$ cat src/rtl/fib_pkg.sv
// Shared types and constants for the Fibonacci job front end.
package fib_pkg;

    localparam logic [31:0] FIB_N_MAX_32 = 32'd47;
    localparam int unsigned FIB_TAG_W    = 4;

    typedef enum logic [2:0] {
        ST_IDLE,
        ST_ISSUE,
        ST_WAIT_HI,
        ST_WAIT_LO,
        ST_RESP
    } ctrl_state_t;

    typedef struct packed {
        logic [31:0]          n;
        logic [FIB_TAG_W-1:0] tag;
    } fib_req_t;

endpackage

$ cat src/rtl/fib_req_fifo.sv
// Register FIFO with wrap-bit pointers; push and pop may coincide even when full.
module fib_req_fifo #(
    parameter int unsigned DEPTH = 4,
    parameter int unsigned W     = 36
) (
    input  logic                         clk,
    input  logic                         rst,
    input  logic                         push,
    input  logic [W-1:0]                 wdata,
    input  logic                         pop,
    output logic [W-1:0]                 rdata,
    output logic                         full,
    output logic                         empty,
    output logic [$clog2(DEPTH+1)-1:0]   count
);

    localparam int unsigned AW = $clog2(DEPTH);
    localparam int unsigned CW = $clog2(DEPTH+1);

    logic [AW:0]  wr_ptr;
    logic [AW:0]  rd_ptr;
    logic [AW:0]  diff;
    logic [W-1:0] mem [DEPTH];
    logic         do_push;
    logic         do_pop;

    assign do_pop  = pop && !empty;
    assign do_push = push && (!full || do_pop);

    always_ff @(posedge clk or posedge rst) begin
        if (rst) begin
            wr_ptr <= '0;
            rd_ptr <= '0;
        end else begin
            if (do_push) wr_ptr <= wr_ptr + 1'b1;
            if (do_pop)  rd_ptr <= rd_ptr + 1'b1;
        end
    end

    // Storage needs no reset: empty/full gate every read of it.
    always_ff @(posedge clk) begin
        if (do_push) mem[wr_ptr[AW-1:0]] <= wdata;
    end

    assign rdata = mem[rd_ptr[AW-1:0]];
    assign empty = (wr_ptr == rd_ptr);
    assign full  = (wr_ptr[AW] != rd_ptr[AW]) && (wr_ptr[AW-1:0] == rd_ptr[AW-1:0]);
    assign diff  = wr_ptr - rd_ptr;
    assign count = CW'(diff);

endmodule

$ cat src/rtl/fib_job_ctrl.sv
// Queues tagged n-values, runs them one at a time on the Fibonacci engine
// and returns tagged results in request order.
//
//   state      | meaning
//   IDLE       | waiting for a queued request; pops head into job registers
//   ISSUE      | one-cycle start pulse to the engine
//   WAIT_HI    | waiting for the engine to raise busy
//   WAIT_LO    | engine running; result captured when busy drops
//   RESP       | response held until the consumer accepts it
module fib_job_ctrl
    import fib_pkg::*;
#(
    parameter int unsigned DEPTH = 4,
    parameter int unsigned TAG_W = FIB_TAG_W,
    parameter logic [31:0] N_MAX = FIB_N_MAX_32
) (
    input  logic                         clk_i,
    input  logic                         rst_i,
    input  logic                         req_valid_i,
    output logic                         req_ready_o,
    input  logic [31:0]                  req_n_i,
    input  logic [TAG_W-1:0]             req_tag_i,
    output logic                         rsp_valid_o,
    input  logic                         rsp_ready_i,
    output logic [31:0]                  rsp_result_o,
    output logic [TAG_W-1:0]             rsp_tag_o,
    output logic                         rsp_err_o,
    output logic                         fib_start_o,
    output logic [31:0]                  fib_n_o,
    input  logic [31:0]                  fib_result_i,
    input  logic                         fib_busy_i,
    output logic [$clog2(DEPTH+1)-1:0]   pending_o
);

    ctrl_state_t      state;
    ctrl_state_t      state_nxt;
    fib_req_t         wr_req;
    fib_req_t         head;
    logic             fifo_full;
    logic             fifo_empty;
    logic             push;
    logic             pop;
    logic             range_err;
    logic             capture;
    logic [31:0]      job_n;
    logic [TAG_W-1:0] job_tag;
    logic [31:0]      rsp_result;
    logic             rsp_err;

    assign wr_req    = {req_n_i, req_tag_i};
    assign push      = req_valid_i && !fifo_full;
    assign range_err = (head.n > N_MAX);

    fib_req_fifo #(
        .DEPTH (DEPTH),
        .W     ($bits(fib_req_t))
    ) u_fifo (
        .clk   (clk_i),
        .rst   (rst_i),
        .push  (push),
        .wdata (wr_req),
        .pop   (pop),
        .rdata (head),
        .full  (fifo_full),
        .empty (fifo_empty),
        .count (pending_o)
    );

    always_ff @(posedge clk_i or posedge rst_i) begin
        if (rst_i) state <= ST_IDLE;
        else       state <= state_nxt;
    end

    always_comb begin
        state_nxt = state;
        unique case (state)
            ST_IDLE:    if (!fifo_empty) state_nxt = range_err ? ST_RESP : ST_ISSUE;
            ST_ISSUE:   state_nxt = ST_WAIT_HI;
            ST_WAIT_HI: if (fib_busy_i)  state_nxt = ST_WAIT_LO;
            ST_WAIT_LO: if (!fib_busy_i) state_nxt = ST_RESP;
            ST_RESP:    if (rsp_ready_i) state_nxt = ST_IDLE;
            default:    state_nxt = ST_IDLE;
        endcase
    end

    always_comb begin
        pop         = (state == ST_IDLE) && !fifo_empty;
        fib_start_o = (state == ST_ISSUE);
        rsp_valid_o = (state == ST_RESP);
        capture     = (state == ST_WAIT_LO) && !fib_busy_i;
    end

    // Out-of-range jobs get their error response at pop time and never reach the engine.
    always_ff @(posedge clk_i or posedge rst_i) begin
        if (rst_i) begin
            job_n      <= '0;
            job_tag    <= '0;
            rsp_result <= '0;
            rsp_err    <= 1'b0;
        end else if (pop) begin
            job_n      <= head.n;
            job_tag    <= head.tag;
            rsp_result <= '0;
            rsp_err    <= range_err;
        end else if (capture) begin
            rsp_result <= fib_result_i;
            rsp_err    <= 1'b0;
        end
    end

    assign req_ready_o  = !fifo_full;
    assign fib_n_o      = job_n;
    assign rsp_tag_o    = job_tag;
    assign rsp_result_o = rsp_result;
    assign rsp_err_o    = rsp_err;

endmodule

$ cat config.mk
export PLATFORM = sky130hd
export DESIGN_NAME = fib_job_ctrl
export DESIGN_NICKNAME = d
export VERILOG_FILES = /design/src/rtl/fib_pkg.sv /design/src/rtl/fib_req_fifo.sv /design/src/rtl/fib_job_ctrl.sv
export SDC_FILE = /design/constraint.sdc
export NUM_CORES = 1
export LEC_CHECK = 0
export CAP_MARGIN = 20
export CORE_MARGIN = 5
export CORE_UTILIZATION = 35
export CTS_CLUSTER_SIZE = 10
export DETAILED_ROUTE_END_ITERATION = 12
export PLACE_DENSITY = 0.65
export SYNTH_ARGS = -nofsm -noshare
export SYNTH_HDL_FRONTEND = slang
export SYNTH_SLANG_ARGS = --single-unit
$ cat constraint.sdc
create_clock -name clk_i -period 3.9 [get_ports clk_i]
set_clock_uncertainty 0.1 [all_clocks]
set_input_delay 1.17 -clock clk_i [delete_from_list [all_inputs] [get_ports clk_i]]
set_output_delay 1.17 -clock clk_i [all_outputs]
set_load 0.01 [all_outputs]
==> results.ini <==
[sta]
max-slew-margin-rel=0.521
fin_crit_sh=0.919
setup_violations=0
rsz0062_at_grt=no
max_freq_ghz=0.279
layout_min_cycle_time_ns=3.58
hold_violations=0
setup_tns_ns=0
tightestPinTransition_ns=0.718
slew_viol_final=0

[setup_path]
cp_cell_sequence=inv_1 > ha_1 > fa_1 > xor2_1 > clkdlybuf4s50_1
critPathRequiredTime_ns=2.63
crit_fanout=4
crit_slowest_cell=clkdlybuf4s50_1
criticalPathCategory=reg -> out
cp-startpoint=u_fifo.wr_ptr[0]
critPathTopFamily=buffers and inverters
slowest_delay_ns=0.56
crit_buf_inv=2
cp-start-kind=flip-flop
r2r_start=u_fifo.rd_ptr[0]
cp.arrival_ns=2.31
endpoint_kind=primary output

[layout]
fillers=2068
final_nets=723
area_delta_synth_final_pct=31.1
regArea_sq_mm=0.00628
postLayoutCoreUtil=0.462
multi_input_area_sq_mm=0.00209
finalInstanceArea_sq_mm=0.0112
drive_above_1_share=0.168
stdcell_count=984
layout_commonest_cell=clkdlybuf4s50_1
layout_common_cells=clkdlybuf4s50_1, edfxtp_1, dfrtp_1

[grt]
grt_pass1_wl_um=28700
grt_overflow=0
antenna_found_initial=1
grt_max_degree=47
grt_pass1_vias=4990
grtUsageTotal=0.130

[clocking]
htreeDepth=1
insertion_delay_ns=0.51
cts_root_buf=clkbuf_16
cts_tree=done
cts.repair.resized=0
cts_hold_buf=0
path_clk_slew_ns=0.05
clock-sinks=222
ctsLongestPathBuffers=3
post_cts_buffers=0
cts_buffers=26

[power_and_ir_drop]
power_leakage_uw=0.00397
power.total_uw=8170
ir_worst_vdd_mv=0.393
power_density_mw_per_mm2=731

[drt]
post-route-drc-count=0
vias_per_cell=4.73
first_pass_iters=4
vias=4658
ant_nets=0
first_iter_violations=342
wirelength_um=18100
wire_per_inst_um=18.4

[placed_design]
port_buffers=147
placed_cell_area_sq_mm=0.0104
gp_congestion=0.747
post-place-cells=938
dp.final_hpwl_um=12400

[die]
num_io_pins=148
num_rows=57
die_area_sq_mm=0.0276
initial_core_util=0.353
die_h_um=166
die_x_um=166
fp.coreArea_sq_mm=0.0242

[worst_hold_path]
min_from=u_fifo.rd_ptr[2]
hold_class=reg -> reg

[yosys]
async_reset_ff_frac=0.351
ys_types=37
avgSynthCellArea_sq_um=17.8
synth_edf_count=144
synth_fp_nets=560
synth_cells=479
synth_top_cell_area_share=0.507
ys_seq_area_frac=0.736
synthFlopType=edfxtp_1
synth_warnings=0
ys_seq_elements=222
synth_area_leaders=edfxtp_1, dfrtp_1, mux4_2, mux2_2, mux4_1
yosys.area.top_type=edfxtp_1
syn_area_sq_mm=0.00852

[job]
maxCapViolations=0

[outcome]
outcome=complete, no violations

report_power, final:
part / leakage (uW) / internal [uW] / switching [uW]
Clock: 0.000366 / 1310 / 852
Sequential: 0.00230 / 3140 / 200
Combinational: 0.00130 / 1380 / 1290
Total: 0.00397 / 5830 / 2340
synth_stat cells, types with 6 or more instances:
cell type    n
ha_1         7
nand2_1     70
buf_2        7
mux4_1      11
a21oi_1     33
and2_1       6
dfrtp_1     78
inv_1        8
mux2_2      36
mux4_2      25
clkbuf_1     9
edfxtp_1   144
area by class of cell:
| type | instances | share of cell area |
|---|---|---|
| Sequential cell | 222 | 0.562 |
| Multi-Input combinational cell | 225 | 0.187 |
| Timing Repair Buffer | 159 | 0.144 |
| Clock buffer | 45 | 0.0683 |
| Tap cell | 324 | 0.0363 |
| Inverter | 8 | 0.00280 |
| Antenna cell | 1 | 0.000224 |
logic make-up (layout without fill, tap and decap cells):
logic type	count (synthesis)	in the layout	synth area share
adders and majority gates	8	8	0.0126
xor gates and xnor gates	6	6	0.00617
and+or+nand+nor	92	92	0.0467
other	0	1	0
DFF	222	222	0.736
buffers and inverters	32	212	0.0197
AOI/OAI and AO/OA	47	47	0.0311
muxes	72	72	0.148
flip-flops by register name (all words and copies together), names as in the netlist:
register / flops
u_fifo.rd_ptr: 3
fib_n_o: 32
state: 3
rsp_tag_o: 4
u_fifo.wr_ptr: 3
u_fifo.mem: 144
rsp_result_o: 32
rsp_err_o: 1
path summary, 6_finish.rpt:
path                       depth (start not counted)                to  slack (ns)
setup reg to reg                                   5          state[0]        1.05
min in group asynchronous                          2  rsp_result_o[20]        0.92
max in group asynchronous                          3  u_fifo.rd_ptr[1]        2.11
setup / recovery                                   5      pending_o[2]        0.32
hold / removal                                     1  u_fifo.rd_ptr[2]        0.39
hold reg to reg                                    1  u_fifo.rd_ptr[2]        0.39
routing by layer:
layer | global-route usage | vias up | wire [um]
met2 | 0.222 | 178 | 8790
met3 | 0.0364 | 29 | 1370
met1 | 0.165 | 2302 | 7540
met5 | 0 | - | 0
met4 | 0.0323 | 0 | 376
li1 | - | 2149 | -
metrics by stage:
step / setup WS (ns) / hold slack [ns]
after floorplan: 0.635 / 0.361
after global placement: 0.556 / 0.376
after detailed placement: 0.501 / 0.384
after CTS: 0.283 / 0.395
after global routing: 0.180 / 0.402
final: 0.317 / 0.390
No activity file was read; power rests on OpenSTA's default activity.
